`src/rtl/master_read_ctrl.sv`:
```
// Master-side read controller: pops the return FIFO and hides its one-cycle
// read latency behind a 2-entry ring that feeds a valid/ready byte stream.
module master_read_ctrl #(
    parameter int DATA_W = 8,
    parameter int CNT_W  = 16
) (
    input  logic              clk_master,
    input  logic              reset,
    input  logic              enable,
    input  logic              flush,
    input  logic              fifo_empty,
    input  logic [DATA_W-1:0] fifo_data,
    output logic              fifo_r_en,
    output logic [DATA_W-1:0] rd_data,
    output logic              rd_valid,
    input  logic              rd_ready,
    output logic [CNT_W-1:0]  rd_count,
    output logic              idle
);

    logic [1:0]        occ;
    logic [1:0]        occ_nxt;
    logic              inflight;
    logic              head;
    logic              tail;
    logic              accept;
    logic              room;
    logic [DATA_W-1:0] mem [0:1];

    assign rd_valid = (occ != 2'd0);
    assign rd_data  = mem[head];
    assign accept   = rd_valid && rd_ready;
    assign idle     = (occ == 2'd0) && !inflight;
    assign tail     = head ^ occ[0];

    // Room counts the in-flight byte so the ring can never overflow.
    assign room = ({1'b0, occ} + {2'b00, inflight}) < 3'd2;

    assign fifo_r_en = !reset && enable && !flush && !fifo_empty
                       && (room || accept);

    always_comb begin
        occ_nxt = occ;
        unique case ({inflight, accept})
            2'b10:   occ_nxt = occ + 2'd1;
            2'b01:   occ_nxt = occ - 2'd1;
            default: occ_nxt = occ;
        endcase
    end

    always_ff @(posedge clk_master or posedge reset) begin
        if (reset) begin
            occ      <= 2'd0;
            inflight <= 1'b0;
            head     <= 1'b0;
            rd_count <= '0;
            mem[0]   <= '0;
            mem[1]   <= '0;
        end else if (flush) begin
            occ      <= 2'd0;
            inflight <= 1'b0;
            head     <= 1'b0;
            rd_count <= '0;
        end else begin
            occ      <= occ_nxt;
            inflight <= fifo_r_en;
            if (inflight) begin
                mem[tail] <= fifo_data;
            end
            if (accept) begin
                head     <= ~head;
                rd_count <= rd_count + 1'b1;
            end
        end
    end

endmodule

```
`config.mk`:
```
export PLATFORM = sky130hd
export DESIGN_NAME = master_read_ctrl
export DESIGN_NICKNAME = d
export VERILOG_FILES = /design/src/rtl/master_read_ctrl.sv
export SDC_FILE = /design/constraint.sdc
export NUM_CORES = 1
export LEC_CHECK = 0
export BUFFER_PORTS_ARGS = -buffer_cell sky130_fd_sc_hd__buf_2
export CORE_MARGIN = 3
export CORE_UTILIZATION = 35
export CTS_CLUSTER_DIAMETER = 50
export DETAILED_ROUTE_END_ITERATION = 10
export MAX_ROUTING_LAYER = met4
export SLEW_MARGIN = 0
export SYNTH_ARGS = -nofsm -noshare
export SYNTH_HDL_FRONTEND = slang
export SYNTH_SLANG_ARGS = --single-unit
```
`constraint.sdc`:
```
create_clock -name clk_master -period 2.7 [get_ports clk_master]
set_input_delay 0.405 -clock clk_master [delete_from_list [all_inputs] [get_ports clk_master]]
set_output_delay 0.405 -clock clk_master [all_outputs]
set_load 0.02 [all_outputs]
```
==> flow_results.org, run 1 <==
** Run status
- Result of the run :: finished, final reports clean

** Synthesis
- Ranked by total cell area, the synthesized netlist is headed by sky130_fd_sc_hd__dfrtp_1 51%, sky130_fd_sc_hd__mux2_2 15%, sky130_fd_sc_hd__xor2_1 3.4%, sky130_fd_sc_hd__xnor2_1 2.9%, sky130_fd_sc_hd__nor2_1 2.7%.
- Proportion of synthesized flip-flops having asynchronous set or reset :: 1.00
- During synthesis, Yosys emitted a total of 0 warnings.
- Summing every instance area after synthesis gives 1780 µm².
- Synth cell types :: 33
- Leading post-synthesis cells by instance count :: 36 x sky130_fd_sc_hd__dfrtp_1, 24 x sky130_fd_sc_hd__mux2_2, 13 x sky130_fd_sc_hd__nor2_1
- Each instance of the synthesized netlist takes up on average 11.6 µm².
- Of the total synthesized cell area, the portion taken by full adders, half adders and majority gates is 0.00702.
- Share of Yosys cell area claimed by the top area cell type :: 0.505
- Yosys instantiated no cell more often than sky130_fd_sc_hd__dfrtp_1.
- Summed over all instances, the cell type with the most area after synthesis is sky130_fd_sc_hd__dfrtp_1.
- Mux contribution to synthesized area :: 0.152
- Yosys mapped a number of flops with a built-in enable equal to 0.
- Post-Synth XOR/XNOR Area :: 0.0639
- The share of the synthesized area in compound gates (AO/OA/AOI/OAI) came to 0.101.
- Net count after synthesis :: 169
- For this run, the leading register cell type out of synthesis is sky130_fd_sc_hd__dfrtp_1.
- Synthesis produced 154 cells.
- Post-synthesis sequential element count :: 36
- After synthesis, the largest family of logic cells by area is multiplexers.
- For this run, the register share of the synthesized area comes to 0.505.
- Post-synthesis simple-gate area fraction :: 0.135

** Floorplanning
- Top-level I/O count :: 41
- After floorplanning, the core was sized to cover 4820 µm².
- Measured along the y axis, the die boundary spans 77.4 µm.
- The die covers 5990 µm².
- Number of standard-cell rows in the floorplan :: 25
- In this run the horizontal extent of the chip is 77.4 µm.
- For this configuration, the core starts out at a cell density of 0.370.

** Timing
- Actual transition at the worst max-transition pin :: 0.486 ns
- In the final timing run, aggregate negative setup slack is 0 ns.
- Achievable Freq :: 535 MHz
- Setup-violating endpoint count in the final report :: 0
- Setup repair after global routing missed its margin :: false
- Tmin final :: 1.87 ns
- The final number of hold-violating endpoints is 0.
- Fin. max-slew vios :: 0
- Worst slack on hold paths :: 0.265 ns
- The worst pin sits at a relative slew slack of 0.676.
- In the finished design, the share of the clock period the worst path needs comes to 0.692.
- Worst Clk Skew :: 0.00437 ns

** Clock tree
- Insertion delay of the later-clocked pin in the worst-skew pair :: 0.29 ns
- TritonCTS built the clock tree.
- In this run, post-CTS hold repair placed 0 buffers.
- CTS Root Cell :: sky130_fd_sc_hd__clkbuf_8
- The tree built by TritonCTS fans out to 36 sinks.
- After clock tree synthesis, the clock-pin slew on the worst setup and hold paths is 0.07 ns.
- TritonCTS created 5 clock buffers.
- Buffers added to address setup during post-CTS repair amount to 0.
- The H-tree was split into 2 levels.
- Clock Path Buffers :: 2
- # resized after CTS :: 0

** Global routing
- Across every metal layer, demand over resource in global routing totals 0.136.
- After global routing the overflow that remains totals 0.
- The number of antenna violations at the first check in global routing is 0.
- Via count of the first global-routing pass :: 1,346
- The first global-routing pass estimated 6.30 mm of wire.
- Entering global routing, the biggest net connects 38 pins.

** Power
- The share of total power dissipated in sequential elements is 0.469.
- Dividing total power by cell area gives a power density of 635 nW/µm².
- Switching part of the total :: 0.266
- Across the VDD grid, the largest voltage drop is 0.000190 V.
- Overall power consumption after layout is estimated at 1.35 mW.
- Of the total power, combinational logic draws 0.187.
- The share of total power dissipated in the clock network is 0.344.
- Net switching power of the design :: 0.359 mW
- P_leak :: 1.02 nW
- The internal power of the cells totals 0.994 mW.

** Critical path
- In this run the critical register-to-register path is launched from head.
- The worst setup path is of the flop to primary output kind.
- Reg-to-reg slack, setup :: 0.83 ns
- Number of cells on the worst reg-to-reg path :: 3
- Required time reported for the critical path endpoint :: 2.30 ns
- In this run the critical register-to-register path is captured at mem[15].
- Endpoint kind of the worst setup timing path :: primary output
- Crit path launch type :: flop
- Crit-path max FO :: 10
- Following the worst setup path forward leads to its endpoint at rd_data[7].
- Crit path launch :: head
- Worst path arrival time :: 1.46 ns

** Finish
- In the final design database the tool counted 209 nets.
- In the final layout, the share of cells above drive strength 1 is 0.410.
- Signed area change from the synthesized netlist to the final layout :: 19.6%
- The number of antenna diodes in the final layout is 0.
- Once layout is done, the placed cells without fillers occupy 2130 µm².

** Routing
- Routed via count :: 1,277
- DRC errors left :: 0
- Total Wirelength :: 3.59 mm
- The first routing iteration left 70 violations.
- Average wire per cell in the routed design :: 13.7 µm
- Iteration count of the initial detailed-routing pass :: 4
- Per-cell via count in the routed design :: 4.87
- The count of nets left with antenna violations once routing finished came out at 0.

** Placed design
- Routability-driven placement congestion ratio :: 0.761
- The placed instances occupy a cell area of 2020 µm².
- Total half-perimeter wirelength after legalization and detailed placement :: 2.54 mm
- Count of input and output buffers :: 40

** Run
- Max-cap violations in this run came to 0.

** Hold path
- In this run the worst hold path is classified as input port to async pin.
[power by group through the flow]
| stage | Sequential (mW) | Combinational [mW] | Clock [mW] |
|---|---|---|---|
| floorplan | 0.630 | 0.200 | 0 |
| global placement | 0.644 | 0.252 | 0 |
| detailed placement | 0.645 | 0.256 | 0 |
| CTS | 0.635 | 0.257 | 0.488 |
| global route | 0.643 | 0.275 | 0.512 |
| finish | 0.634 | 0.253 | 0.466 |
[through the flow]
stage          setup slack, ns  std cells   util
6_report                 0.832        262  0.443
2_1_floorplan            0.670        154      -
3_5_place_dp             0.828        254  0.419
5_1_grt                  0.730        262  0.443
4_1_cts                  0.797        262  0.443
3_3_place_gp             0.885        254  0.419
[flip-flops by register name, indices dropped and copies added, names as in the netlist]
signal	flops
inflight	1
occ	2
head	1
rd_count	16
mem	16
[layer usage]
layer / GRT usage / up-vias / wire length [µm]
met5: - / - / 0
met4: 0.0623 / 0 / 61
met3: 0.0383 / 5 / 176
met2: 0.208 / 34 / 1680
met1: 0.168 / 613 / 1670
li1: - / 625 / -
[worst min-delay path by stage]
stage	start	slack, ns	to	depth (start not counted)
after detailed placement	mem[4]	0.49	mem[4]	1
after CTS	reset	0.28	mem[11]	3
after floorplan	mem[0]	0.47	mem[0]	1
final	reset	0.27	occ[1]	3
after global placement	mem[4]	0.48	mem[4]	1
after global routing	reset	0.32	rd_count[1]	3
[cell usage in the layout (no fill, tap or decap), types with 4 or more instances in the layout]
master | netlist | layout
sky130_fd_sc_hd__buf_2 | 1 | 40
sky130_fd_sc_hd__dfrtp_1 | 36 | 36
sky130_fd_sc_hd__mux2_2 | 24 | 24
sky130_fd_sc_hd__nor2_1 | 13 | 13
sky130_fd_sc_hd__nand2_1 | 10 | 10
sky130_fd_sc_hd__a21oi_1 | 7 | 7
sky130_fd_sc_hd__xor2_1 | 7 | 7
sky130_fd_sc_hd__xnor2_1 | 6 | 6
sky130_fd_sc_hd__clkbuf_8 | 0 | 5
sky130_fd_sc_hd__o211ai_1 | 4 | 4
sky130_fd_sc_hd__o21ai_0 | 4 | 4
[worst max-delay path: stages (launching register included)]
cell                      delay (ns)
sky130_fd_sc_hd__dfrtp_1        0.62
sky130_fd_sc_hd__mux2_2         0.39
sky130_fd_sc_hd__buf_2          0.16
[logic make-up (layout without fill, tap and decap cells)]
| group | count (synthesis) | after routing |
|---|---|---|
| adders and majority gates | 1 | 1 |
| DFF | 36 | 36 |
| buffers and inverters | 11 | 52 |
| muxes | 24 | 24 |
| xor gates and xnor gates | 13 | 13 |
| and+or+nand+nor | 45 | 45 |
| AOI/OAI and AO/OA | 24 | 24 |
[final cells by class]
type | instances | area, µm²
clock buffer | 5 | 68.8
multi-input combinational | 107 | 817
clock inverter | 3 | 42.5
tap | 67 | 83.8
inverter | 3 | 11.3
fill | 468 | 2690
timing repair buffer | 41 | 208
sequential | 36 | 901
(Power assumes the default switching activity.)
==> inputs of run 2 (changes only) <==
==> constraint.sdc (replaced) <==
create_clock -name clk_master -period 1.6 [get_ports clk_master]
set_input_delay 0.24 -clock clk_master [delete_from_list [all_inputs] [get_ports clk_master]]
set_output_delay 0.24 -clock clk_master [all_outputs]
set_load 0.02 [all_outputs]
==> run 2 against run 1 <==
Against the previous run:
- the run now ends with setup timing left
- clock skew up 0.0015 ns
- sequential power increased by 67%
- hold slack worse by 0.064 ns
- critical path type unchanged
- critical endpoint is now rd_data[5]
==> flow_results.org, run 2 (synthesis gave the netlist of run 1 again) <==
** Placed design
- Total half-perimeter wirelength after legalization and detailed placement :: 2.78 mm (+9.7%)
- Placement Setup Slack :: 0.0237 ns (-0.804 ns)
- The area of placed instances came to 2120 µm² (+5.0%).
- Routability-driven placement congestion ratio :: 0.783 (+2.9%)
- Count of input and output buffers :: 40 (unchanged)

** Power
- Largest vdd supply drop :: 0.000460 V (+140%)
- The power per unit of standard cell area is 957 nW/µm² (+51%).
- The leakage component of the power was 1.16 nW (+13%).

** Clock tree
- The clock sink count was 36 (unchanged).
- Clock tree synthesis selected as its root buffer the cell sky130_fd_sc_hd__clkbuf_8.
- The maximum clock path buffer count came to 2 (unchanged).
- Clock tree from TritonCTS :: done
- The number of H-tree branching levels came to 2 (unchanged).
- Number of buffers inserted during clock tree synthesis :: 5 (unchanged)
- The register clock-pin slew on the reported worst setup and hold paths was 0.07 ns (about the same).
- The latest clock arrival within the worst-skew pair came to 0.28 ns (about the same).

** Critical path
- Crit path launch type :: flop
- Max stage delay on crit path :: 0.43 ns (-0.19 ns)
- STA classifies the critical path endpoint as a primary output.
- Ordered list of cells on the worst path :: buf_6 > mux2_2 > buf_2
- Critical-path top delay cell :: sky130_fd_sc_hd__dfrtp_1
- Crit-path max FO :: 5 (-5)
- The endpoint arrival time on the critical path was 1.37 ns (-0.09 ns).
- By startpoint and endpoint, the worst setup path is classified as flop to primary output.
- Required time reported for the critical path endpoint :: 1.36 ns (-0.94 ns)

** Timing
- Actual transition at the worst max-transition pin :: 0.361 ns (-0.126 ns)
- Total negative slack :: -0.0164 ns (-0.0164 ns)
- The max-slew violation count is 0 (unchanged).
- Achievable Freq :: 621 MHz
- Period Utilization, post-route :: 1.01
- The slack of the critical path is -0.00931 ns (-0.842 ns).
- Tightest slew margin relative to the limit :: 0.760 (+0.0838)
- Setup-violating endpoint count in the final report :: 3 (+3)
- Final Hold Vio Count :: 0 (unchanged)
- Tmin final :: 1.61 ns
- Setup repair after global routing could not meet its margin everywhere.
- The largest clock skew in the final design is 0.00586 ns (+0.00149 ns).

** Routing
- The first-pass iteration count of the detailed router came to 4 (unchanged).
- Count of nets left with antenna violations after detail routing :: 0 (unchanged)
- The routed wire length was 4.04 mm (+12%).
- The mean routed wirelength per cell is 14.1 µm (+3.0%).
- Routed via count :: 1,394 (+9.2%)
- DRC marker count from the first detailed-route iteration :: 23 (-67%)
- Per-cell via count in the routed design :: 4.87 (about the same)
- DRC errors left :: 0 (unchanged)

** Run
- Number of maximum-capacitance constraint violations :: 0 (unchanged)

** Finish
- The largest registers in the layout are mem x16, rd_count x16, occ x2.
- Commonest cells after routing, fill and taps aside :: 36 x sky130_fd_sc_hd__dfrtp_1, 35 x sky130_fd_sc_hd__buf_2, 22 x sky130_fd_sc_hd__buf_4
- The fraction of final layout cells sized beyond drive strength 1 came to 0.489 (+0.0783).
- The post-layout net count came to 233 (+11%).
- Post-layout instance area :: 2360 µm² (+11%)
- Relative to the synthesized area, the layout overhead comes to 32.4%.
- N_diodes :: 0 (unchanged)
- Most frequent standard cell in the layout excluding fill and tap cells :: sky130_fd_sc_hd__dfrtp_1

** Floorplanning
- The area of the core is 4820 µm² (unchanged).
- Die Area :: 5990 µm² (unchanged)
- The x dimension of the die was 77.4 µm (unchanged).
- Number of standard-cell rows in the floorplan :: 25 (unchanged)
- The number of top-level pins was 41 (unchanged).
- Starting density of the core :: 0.370 (unchanged)
- Overall die height :: 77.4 µm (unchanged)

** Global routing
- First-pass GRT wire length :: 6.63 mm (+5.3%)
- The number of global-route vias before repair is 1,405 (+4.4%).
- The largest net degree at the start of global routing was 28 (-26%).
- Global-route usage over all layers :: 0.143 (+0.00691)
- Initial antenna violation count :: 0 (unchanged)
- The global route total overflow came to 0 (unchanged).

** Run status
- Result of the run :: finished, violations left
- Violations in the final reports :: setup timing

** Hold path
- The path class of the tightest hold or removal check is input port to flop.
-- run 2: changes by cell type in the layout (fill, tap and decap cells not counted), sizes merged --
cell	delta
bufinv	-1
dlygate4sd3	+1
inv	-1
buf	+23
clkinv	+1
clkbuf	+1
-- run 2: stage by stage --
stage               total power [mW]  cells  hold slack, ns   util
CTS                             2.22    279           0.192  0.469
global route                    2.38    286           0.185  0.490
detailed placement              1.54    267           0.294  0.441
finish                          2.26    286           0.201  0.490
global placement                1.53    267           0.297  0.441
floorplan                       1.40    154           0.202      -
-- run 2: critical path, delay by kind of cell, from the launching register on --
kind	cells	cell delay [ns]
flip-flops	1	0.43
multiplexers	1	0.34
buffers and inverters	2	0.32
-- run 2: layer usage --
layer,global-route usage,vias up,part of all wire
met1,0.182,673,0.45
li1,-,675,-
met5,-,-,0
met2,0.228,39,0.49
met4,0.0427,0,0.012
met3,0.0348,7,0.045
-- run 2: repair_timing --
item / 4_1_cts / 5_1_grt
hold endpoints to repair: 9 / 0
hold buffers: 1 / 0
gates resized for setup: 4 / 16
buffers inserted: 3 / 6
gates cloned: 0 / 1
endpoints found under the setup margin: 11 / 22
pin swaps: 0 / 3
-- run 2: report_power, final --
part           internal (mW)  switching (mW)
clock network          0.343           0.311
logic                  0.287           0.253
registers               1.01          0.0529
total                   1.64           0.617
-- run 2: path summary, 6_finish.rpt --
| path | from | to | slack [ns] | cells after the start |
|---|---|---|---|---|
| max in group asynchronous | reset | rd_count[2] | 0.49 | 5 |
| min in group asynchronous | reset | rd_count[14] | 0.53 | 4 |
| hold / removal | fifo_data[4] | mem[4] | 0.20 | 2 |
| setup reg to reg | occ[0] | rd_count[6] | 0.03 | 6 |
| hold reg to reg | mem[0] | mem[0] | 0.51 | 1 |
| setup / recovery | head | rd_data[5] | -0.009 | 3 |
-- run 2: area by class of cell --
class                           instances  area, µm²
Clock inverter                          2       10.0
Multi-Input combinational cell        107        840
Clock buffer                            6       82.6
Tap cell                               67       83.8
Fill cell                             477       2460
Sequential cell                        36        901
Inverter                                3       15.0
Timing Repair Buffer                   65        429
